**src/rtl/cordic_autoscale_ctrl_pkg.sv**
```systemverilog
// Shared types and constants for the CORDIC autoscale controller.
// Holds the FSM state encoding and the target MSB position for normalisation.
package cordic_autoscale_ctrl_pkg;

    typedef enum logic [1:0] {
        IDLE  = 2'd0,
        FIND  = 2'd1,
        SHIFT = 2'd2,
        OUT   = 2'd3
    } state_t;

    localparam int DEFAULT_DIN_WIDTH = 16;

    // Largest magnitude bit lands just below the sign bit.
    localparam int MSB_TARGET = DEFAULT_DIN_WIDTH - 2;

    function automatic int msb_target(input int din_width);
        return din_width - 2;
    endfunction

endpackage

```
**src/rtl/cordic_autoscale_ctrl_lead_one_encoder.sv**
```systemverilog
// Registered highest-set-bit encoder with zero flag, one cycle of latency.
// Loads only when en is high so the result stays valid for the SHIFT stage.
module lead_one_encoder #(
    parameter int DIN_WIDTH   = 16,
    parameter int SHIFT_WIDTH = $clog2(DIN_WIDTH)
) (
    input  logic                   clk,
    input  logic                   rst,
    input  logic                   en,
    input  logic [DIN_WIDTH-1:0]   din,
    output logic [SHIFT_WIDTH-1:0] pos,
    output logic                   zero
);

    logic [SHIFT_WIDTH-1:0] pos_c;

    // NOTE: every variable written in always_comb gets a default first, so no latch is inferred.
    always_comb begin
        pos_c = '0;
        for (int i = 0; i < DIN_WIDTH; i++) begin
            if (din[i]) pos_c = SHIFT_WIDTH'(i);
        end
    end

    always_ff @(posedge clk or posedge rst) begin
        if (rst) begin
            pos  <= '0;
            zero <= 1'b0;
        end else if (en) begin
            pos  <= pos_c;
            zero <= (din == '0);
        end
    end

endmodule

```
**src/rtl/cordic_autoscale_ctrl.sv**
```systemverilog
// Autoscale sequencer: normalises a signed (x, y) pair by a common left shift.
// Optional AUTOSCALE_BYPASS_EN adds a 'bypass' input that forces a zero shift.
module cordic_autoscale_ctrl
    import cordic_autoscale_ctrl_pkg::*;
#(
    parameter int DIN_WIDTH   = DEFAULT_DIN_WIDTH,
    parameter int SHIFT_WIDTH = $clog2(DIN_WIDTH)
) (
    input  logic                        clk,
    input  logic                        rst,
    input  logic signed [DIN_WIDTH-1:0] s_x,
    input  logic signed [DIN_WIDTH-1:0] s_y,
    input  logic                        s_valid,
    output logic                        s_ready,
`ifdef AUTOSCALE_BYPASS_EN
    input  logic                        bypass,
`endif
    output logic signed [DIN_WIDTH-1:0] m_x,
    output logic signed [DIN_WIDTH-1:0] m_y,
    output logic [SHIFT_WIDTH-1:0]      m_shift,
    output logic                        m_zero,
    output logic                        m_valid,
    input  logic                        m_ready
);

    localparam int TARGET = msb_target(DIN_WIDTH);

    state_t                  state, state_nxt;
    logic                    init_done;
    logic signed [DIN_WIDTH-1:0] x_q, y_q;
    logic [DIN_WIDTH-1:0]    mag_q;
    logic [SHIFT_WIDTH-1:0]  lead_pos;
    logic                    lead_zero;
    logic [SHIFT_WIDTH-1:0]  shift_c;
    logic                    accept;
    logic                    bypass_q;

    // |-2^(N-1)| wraps to 2^(N-1) in N unsigned bits, which is the wanted value.
    function automatic logic [DIN_WIDTH-1:0] mag_of(input logic signed [DIN_WIDTH-1:0] v);
        return v[DIN_WIDTH-1] ? $unsigned(~v + 1'b1) : $unsigned(v);
    endfunction

    assign s_ready = (state == IDLE) && init_done;
    assign m_valid = (state == OUT);
    assign accept  = s_valid && s_ready;

    always_ff @(posedge clk or posedge rst) begin
        if (rst) begin
            state     <= IDLE;
            init_done <= 1'b0;
        end else begin
            state     <= state_nxt;
            init_done <= 1'b1;
        end
    end

    always_comb begin
        state_nxt = state;
        case (state)
            IDLE:    if (accept)  state_nxt = FIND;
            FIND:                 state_nxt = SHIFT;
            SHIFT:                state_nxt = OUT;
            OUT:     if (m_ready) state_nxt = IDLE;
            default:              state_nxt = IDLE;
        endcase
    end

    lead_one_encoder #(
        .DIN_WIDTH   (DIN_WIDTH),
        .SHIFT_WIDTH (SHIFT_WIDTH)
    ) u_lead_one (
        .clk  (clk),
        .rst  (rst),
        .en   (state == FIND),
        .din  (mag_q),
        .pos  (lead_pos),
        .zero (lead_zero)
    );

    // A leading one already in the sign position (only from -2^(N-1)) is left unshifted.
    always_comb begin
        shift_c = '0;
        if (!lead_zero && lead_pos != SHIFT_WIDTH'(DIN_WIDTH - 1))
            shift_c = SHIFT_WIDTH'(TARGET) - lead_pos;
        if (bypass_q) shift_c = '0;
    end

`ifdef AUTOSCALE_BYPASS_EN
    always_ff @(posedge clk or posedge rst) begin
        if (rst)         bypass_q <= 1'b0;
        else if (accept) bypass_q <= bypass;
    end
`else
    assign bypass_q = 1'b0;
`endif

    // NOTE: sequential state uses non-blocking assignments so all flops update from pre-edge values.
    always_ff @(posedge clk or posedge rst) begin
        if (rst) begin
            x_q     <= '0;
            y_q     <= '0;
            mag_q   <= '0;
            m_x     <= '0;
            m_y     <= '0;
            m_shift <= '0;
            m_zero  <= 1'b0;
        end else begin
            if (accept) begin
                x_q   <= s_x;
                y_q   <= s_y;
                mag_q <= mag_of(s_x) | mag_of(s_y);
            end
            if (state == SHIFT) begin
                m_x     <= x_q <<< shift_c;
                m_y     <= y_q <<< shift_c;
                m_shift <= shift_c;
                m_zero  <= lead_zero;
            end
        end
    end

endmodule

```
**config.mk**
```make
export PLATFORM = sky130hd
export DESIGN_NAME = cordic_autoscale_ctrl
export DESIGN_NICKNAME = d
export VERILOG_FILES = /design/src/rtl/cordic_autoscale_ctrl_pkg.sv /design/src/rtl/cordic_autoscale_ctrl_lead_one_encoder.sv /design/src/rtl/cordic_autoscale_ctrl.sv
export SDC_FILE = /design/constraint.sdc
export NUM_CORES = 1
export LEC_CHECK = 0
export CAP_MARGIN = 25
export CORE_ASPECT_RATIO = 1.2
export CORE_UTILIZATION = 56
export CTS_BUF_LIST = sky130_fd_sc_hd__clkbuf_4 sky130_fd_sc_hd__clkbuf_8 sky130_fd_sc_hd__clkbuf_16
export DETAILED_ROUTE_END_ITERATION = 10
export GPL_TIMING_DRIVEN = 0
export PLACE_DENSITY = 0.81
export SLEW_MARGIN = 20
export SYNTH_ARGS = -nofsm -noshare
export SYNTH_HDL_FRONTEND = slang
export SYNTH_SLANG_ARGS = --single-unit
```
**constraint.sdc**
```tcl
create_clock -name clk -period 3.6 [get_ports clk]
set_input_delay 0.72 -clock clk [delete_from_list [all_inputs] [get_ports clk]]
set_output_delay 0.72 -clock clk [all_outputs]
set_load 0.05 [all_outputs]
```
[After elaboration in Yosys (flattened, before gate mapping)]
Index checks and enable logic that the tools add are counted.
Word-level totals
  bits in registers: 93
  input bits: 36
  output and inout port bits: 39
  logic and storage cells: 53
Operators by class
  add/subtract/negate cells: 3
  equal/unequal tests: 6
  shift operators: 2
  multiplexer cells: 21
  bitwise operators: 3
  reductions and logical operators: 7
Operator list (count)
  $mux 4: 9
  $add 16x1->16 const B: 2
  $mux 16: 2
  $not 16->16: 2
  $sshl 16x4->16: 2
  $logic_not 16->1: 1
  $or 16x16->16: 1
  $mux 3: 4
  $mux 2: 4
  $pmux 2 s4: 1
  $eq 2x2->1 const B: 2
  $ne 4x4->1 const B: 1
  $sub 4x4->4 const A: 1
  $logic_and 1x1->1: 3
  $eq 2x1->1 const B: 1
  $logic_not 2->1: 1
  $ne 2x1->1 const B: 1
  $ne 2x2->1 const B: 1
  $reduce_and 2->1: 1
  $logic_not 1->1: 1
  $mux 1: 1

[Longest topological paths before layout]
  depth in word-level cells: 15
  gate-level depth with buffers: 9
  mapped depth without buffers: 7

[By module]
A second synthesis with hierarchy kept.
Unflattened totals
  cells, all modules: 627
  area, all modules: 5836.8 µm²
By module, submodules not included
  cordic_autoscale_ctrl: instances 1, cells an instance 587, area each 5517.8 µm², seq. area each 2202.1 µm²
  lead_one_encoder: instances 1, cells an instance 40, area each 319.1 µm², seq. area each 125.1 µm²

[Worst setup path after synthesis]
Ideal clock, no wire load.
  path type: input port to flip-flop
  from: input s_y[0]
  to: register mag_q[12]
  library setup time: 124 ps
  arrival: 2196 ps
  data required time: 3476 ps
  path slack: 1279 ps
  stages: 7
  buffers on the path: 0
  cell sequence: inv_1 > ha_1 > or4b_2 > o41ai_1 > o21ai_0 > a21oi_1 > a21oi_1
On the way
  longest elaborated chain between the ends: 4
Ends and longest elaborated chain
  start, declared: line cordic_autoscale_ctrl.sv:12  | input logic signed [DIN_WIDTH-1:0] s_y,
  $not 16->16: line cordic_autoscale_ctrl.sv:40  | return v[DIN_WIDTH-1] ? $unsigned(~v + 1'b1) : $unsigned(v);
  $add 16x1->16: line cordic_autoscale_ctrl.sv:40
  $mux 16: line cordic_autoscale_ctrl.sv:40
  $or 16x16->16: line cordic_autoscale_ctrl.sv:111  | mag_q <= mag_of(s_x) | mag_of(s_y);
  end signal, assigned: line cordic_autoscale_ctrl.sv:111
  end, declared: line cordic_autoscale_ctrl.sv:31  | logic [DIN_WIDTH-1:0] mag_q;
Every way passes these cells.
A chain may end at the register's enable or synchronous reset.

[Worst setup path after layout]
  from: register state[0]
  to: register m_y[11]
On the way
  longest elaborated chain between the ends: 1
Ends and longest elaborated chain
  start, declared: line cordic_autoscale_ctrl.sv:28  | state_t state, state_nxt;
  start signal, assigned: line cordic_autoscale_ctrl.sv:52  | state <= state_nxt;
  $eq 2x2->1: line cordic_autoscale_ctrl.sv:113  | if (state == SHIFT) begin
  end signal, assigned: line cordic_autoscale_ctrl.sv:115  | m_y <= y_q <<< shift_c;
  end, declared: line cordic_autoscale_ctrl.sv:19  | output logic signed [DIN_WIDTH-1:0] m_y,
Every way passes these cells.

==> metrics.md <==
| Metric | Value |
|---|---|
| Peak Freq | `approximately 320 MHz` |
| Rows | `39` |
| Yosys warnings | `0` |
| Final RePlAce weighted congestion | `between 0.9 and 1` |
| Final setup margin | `~520 ps` |
| Rel. slew slack | `between 50% and 60%` |
| Max VDD drop | `0.000385 V` |
| Pleak | `2.94 nW` |
| Vias per Instance | `6.26` |
| Post-synthesis cell type count | `65` |
| Cell area after synthesis | `about 5500 um^2` |
| Resized Gates After CTS | `0` |
| Post-synth EDFFs | `0` |
| Post-CTS Setup Repair Bufs | `0` |
| Die area | `slightly above 10000 um^2` |
| Gr ovfl total | `0` |
| PortBufs | `74` |
| Root Driver | `clkbuf_16` |
| Io pins | `between 70 and 80` |
| Critical path required time | `between 3000 and 4000 ps` |
| Initial DRC count | `around 310` |
| Max Cap Viol | `0` |
| CP arrival | `~3300 ps` |
| Final WL | `around 16000 um` |
| Final Cycle Share | `85.6%` |
| Syn Area/Cell | `around 9 um^2` |
| Drt pass-1 iters | `5` |
| Cell at the slowest stage of the critical path | `clkbuf_1` |
| Fin nets | `between 700 and 800` |
| Worst min path class | `flip-flop to flip-flop` |
| Critical Path Fanout Max | `10` |
| R2R depth | `9` |
| Setup Crit Path Kind | `flip-flop to flip-flop` |
| Mapped Nets | `about 650` |
| Startpoint types | `flip-flop` |
| CP most frequent cell | `clkbuf_1` |
| Core area | `approximately 9600 um^2` |
| Vias | `between 5000 and 6000` |
| Cells along the critical path | `inv_1, ha_1, clkbuf_1, clkinv_1, a21o_1, a21oi_1, clkbuf_1, a22oi_1, o221ai_1` |
| Vias in the first global route | `approximately 5300` |
| Post-synthesis async set-or-reset flop share | `100%` |
| Largest delay share family, worst path | `buffers and inverters` |
| Int Pwr | `between 0.003 and 0.004 W` |
| Commonest non-fill, non-tap cell in the layout | `nand2_1` |
| Gr usage total | `between 30% and 40%` |
| Initial antenna violation count | `0` |
| Net Sw Power | `0.00308 W` |
| Hold path cells | `2` |
| Max Buffers Root-to-Sink | `2` |
| Wire per inst | `between 15 and 20 um` |
| Synth Flop Type | `dfrtp_1` |
| Fin area | `6770 um^2` |
| Crit path depth | `9` |
| Buf+Inv Stages, Crit Path | `4` |
| CTS buffer count | `9` |
| Area grow syn2layout | `22.7%` |
| Initial Util | `slightly below 60%` |
| Die Span X | `92.6 um` |
| Combinational power share | `about 55%` |
| Final setup vio count | `0` |
| Die height | `about 110 um` |
| CTS tree | `yes` |
| Clock transition at path regs | `about 60 ps` |
| Slew Limit Fails | `0` |
| Placed cell area | `6440 um^2` |
| Hold Buf Count CTS | `0` |
| Final hold violations | `0` |
| Yosys reg bits | `93` |
| Sw frac | `about 48%` |
| Minimum clock period | `3080 ps` |
| Slew @ Worst Pin | `685 ps` |
| R2r setup slk | `between 500 and 600 ps` |
| Layout cells sized above 1 | `around 6.6%` |
| Global-route wire length before repair | `approximately 27000 um` |
| Sequential share of power | `29.2%` |
| Final HPWL DP | `approximately 13000 um` |
| RR Endpoint | `m_y[11]` |
| WHS Endpoint | `y_q[15]` |
| Commonest non-fill, non-tap cells in the layout | `nand2_1 (112), dfrtp_1 (93), clkdlybuf4s50_1 (74)` |
| RSZ-0062 raised after global routing | `false` |
| DRC violations left | `0` |
| Fin Hold WS | `around 480 ps` |
| Clock Latency Late Sink | `between 300 and 400 ps` |
| Antenna Nets Post-Route | `0` |
| HP Start | `y_q[15]` |
| Setup Skew | `roughly 4.6 ps` |
| Pwr Density | `between 900 and 1000 nW/um^2` |
| # diodes | `0` |
| Slowest stage delay, CP | `440 ps` |
| Clk pwr share | `between 10% and 20%` |
| Clock Sinks | `93` |
| Critical Path Sink Type | `flip-flop` |
| Pre-CTS WS | `585 ps` |
| Cells after Synth | `610` |
| H-tree levels | `3` |
| Sequential share of the synthesized area | `a little over two fifths` |
| Status | `completed` |
| Origin of the critical flop-to-flop path | `state[0]` |
| Pin count of the biggest net entering global routing | `57` |
[cell families (layout without fill, tap and decap cells)]
| family | after synthesis | in the layout | share of synthesized area (%) |
|---|---|---|---|
| other cells | 1 | 1 | 0.0680 |
| flops | 93 | 93 | 42.2 |
| compound gates | 169 | 169 | 21.5 |
| mux | 49 | 49 | 9.00 |
| xor+xnor | 23 | 23 | 3.65 |
| simple gates | 209 | 209 | 17.4 |
| buf+inv | 58 | 149 | 4.47 |
| fa+ha+maj | 8 | 8 | 1.81 |
[worst max-delay path by stage]
stage | to | slack [ps] | from
6_report | m_y[11] | 520 | state[0]
5_1_grt | m_y[11] | 440 | state[0]
4_1_cts | m_y[11] | 690 | state[0]
3_5_place_dp | mag_q[10] | 580 | s_x[4]
3_3_place_gp | x_q[5] | -760 | rst
2_1_floorplan | init_done | 460 | rst
[final cells by class]
cell class / instances / area (um^2)
fillers: 805 / 2800
clock buffers: 14 / 282
multi-input cells: 459 / 2950
plain buffers: 38 / 171
well taps: 123 / 154
repair buffers: 75 / 768
inverters: 20 / 77.6
clock inverters: 2 / 38.8
flip-flops and latches: 93 / 2330
[through the flow]
step	utilization, %	TNS (ps)	instances	total power, W
global route	70.7	0	824	0.00680
floorplan	-	0	610	0.00427
CTS	70.7	0	824	0.00637
finish	70.7	0	824	0.00644
global placement	67.0	-69440	807	0.00524
detailed placement	67.3	0	808	0.00535
[sequential cells by signal, indices dropped and copies added (netlist names), 2 cells and up]
name / cells
mag_q: 16
m_y: 16
m_x: 16
y_q: 16
m_shift: 4
state: 2
x_q: 16
u_lead_one.pos: 4
[power groups by stage]
stage               clock network [W]  logic, W  registers (W)
floorplan                           0   0.00195        0.00232
global placement                    0   0.00338        0.00185
detailed placement                  0   0.00347        0.00188
CTS                           0.00101   0.00350        0.00187
global route                  0.00106   0.00381        0.00193
finish                        0.00100   0.00356        0.00188
[Yosys cell counts, drive strengths merged, types with 2 or more instances]
master | n | area (um^2)
and2 | 2 | 12.5
o21a | 2 | 15.0
xor2 | 15 | 131
a32oi | 6 | 52.6
inv | 19 | 71.3
nor2b | 6 | 37.5
nor3b | 2 | 15.0
nand3 | 17 | 85.1
nor3 | 5 | 25.0
mux2i | 44 | 440
nand2b | 4 | 25.0
a31oi | 15 | 93.8
a22o | 7 | 61.3
a211oi | 7 | 52.6
dfrtp | 93 | 2330
o22ai | 2 | 12.5
o31ai | 9 | 67.6
ha | 8 | 100
o2111ai | 2 | 17.5
or2 | 3 | 18.8
mux2 | 5 | 56.3
o211ai | 7 | 52.6
a21o | 3 | 22.5
a22oi | 9 | 67.6
nand4 | 4 | 25.0
a221o | 3 | 30.0
and3 | 7 | 43.8
xnor2 | 8 | 70.1
o21ai | 42 | 210
or4 | 4 | 30.0
a21oi | 22 | 110
buf | 12 | 73.8
nand2 | 113 | 427
clkbuf | 26 | 97.6
o2bb2ai | 7 | 61.3
o41ai | 12 | 113
a311oi | 4 | 52.6
or3 | 4 | 25.0
nor4 | 3 | 18.8
nor2 | 29 | 114
[tightest hold or removal path, cell delays in order (launching register included)]
cell and delay [ps]:
dfrtp_1 350, nand2_1 50, nand2_1 50
[layer usage]
metal	track usage, %	routed length (um)
met5	0	0
met4	22.6	1160
met3	5.21	858
met2	56.1	7970
met1	40.1	6300
No activity file was read; power rests on OpenSTA's default activity.
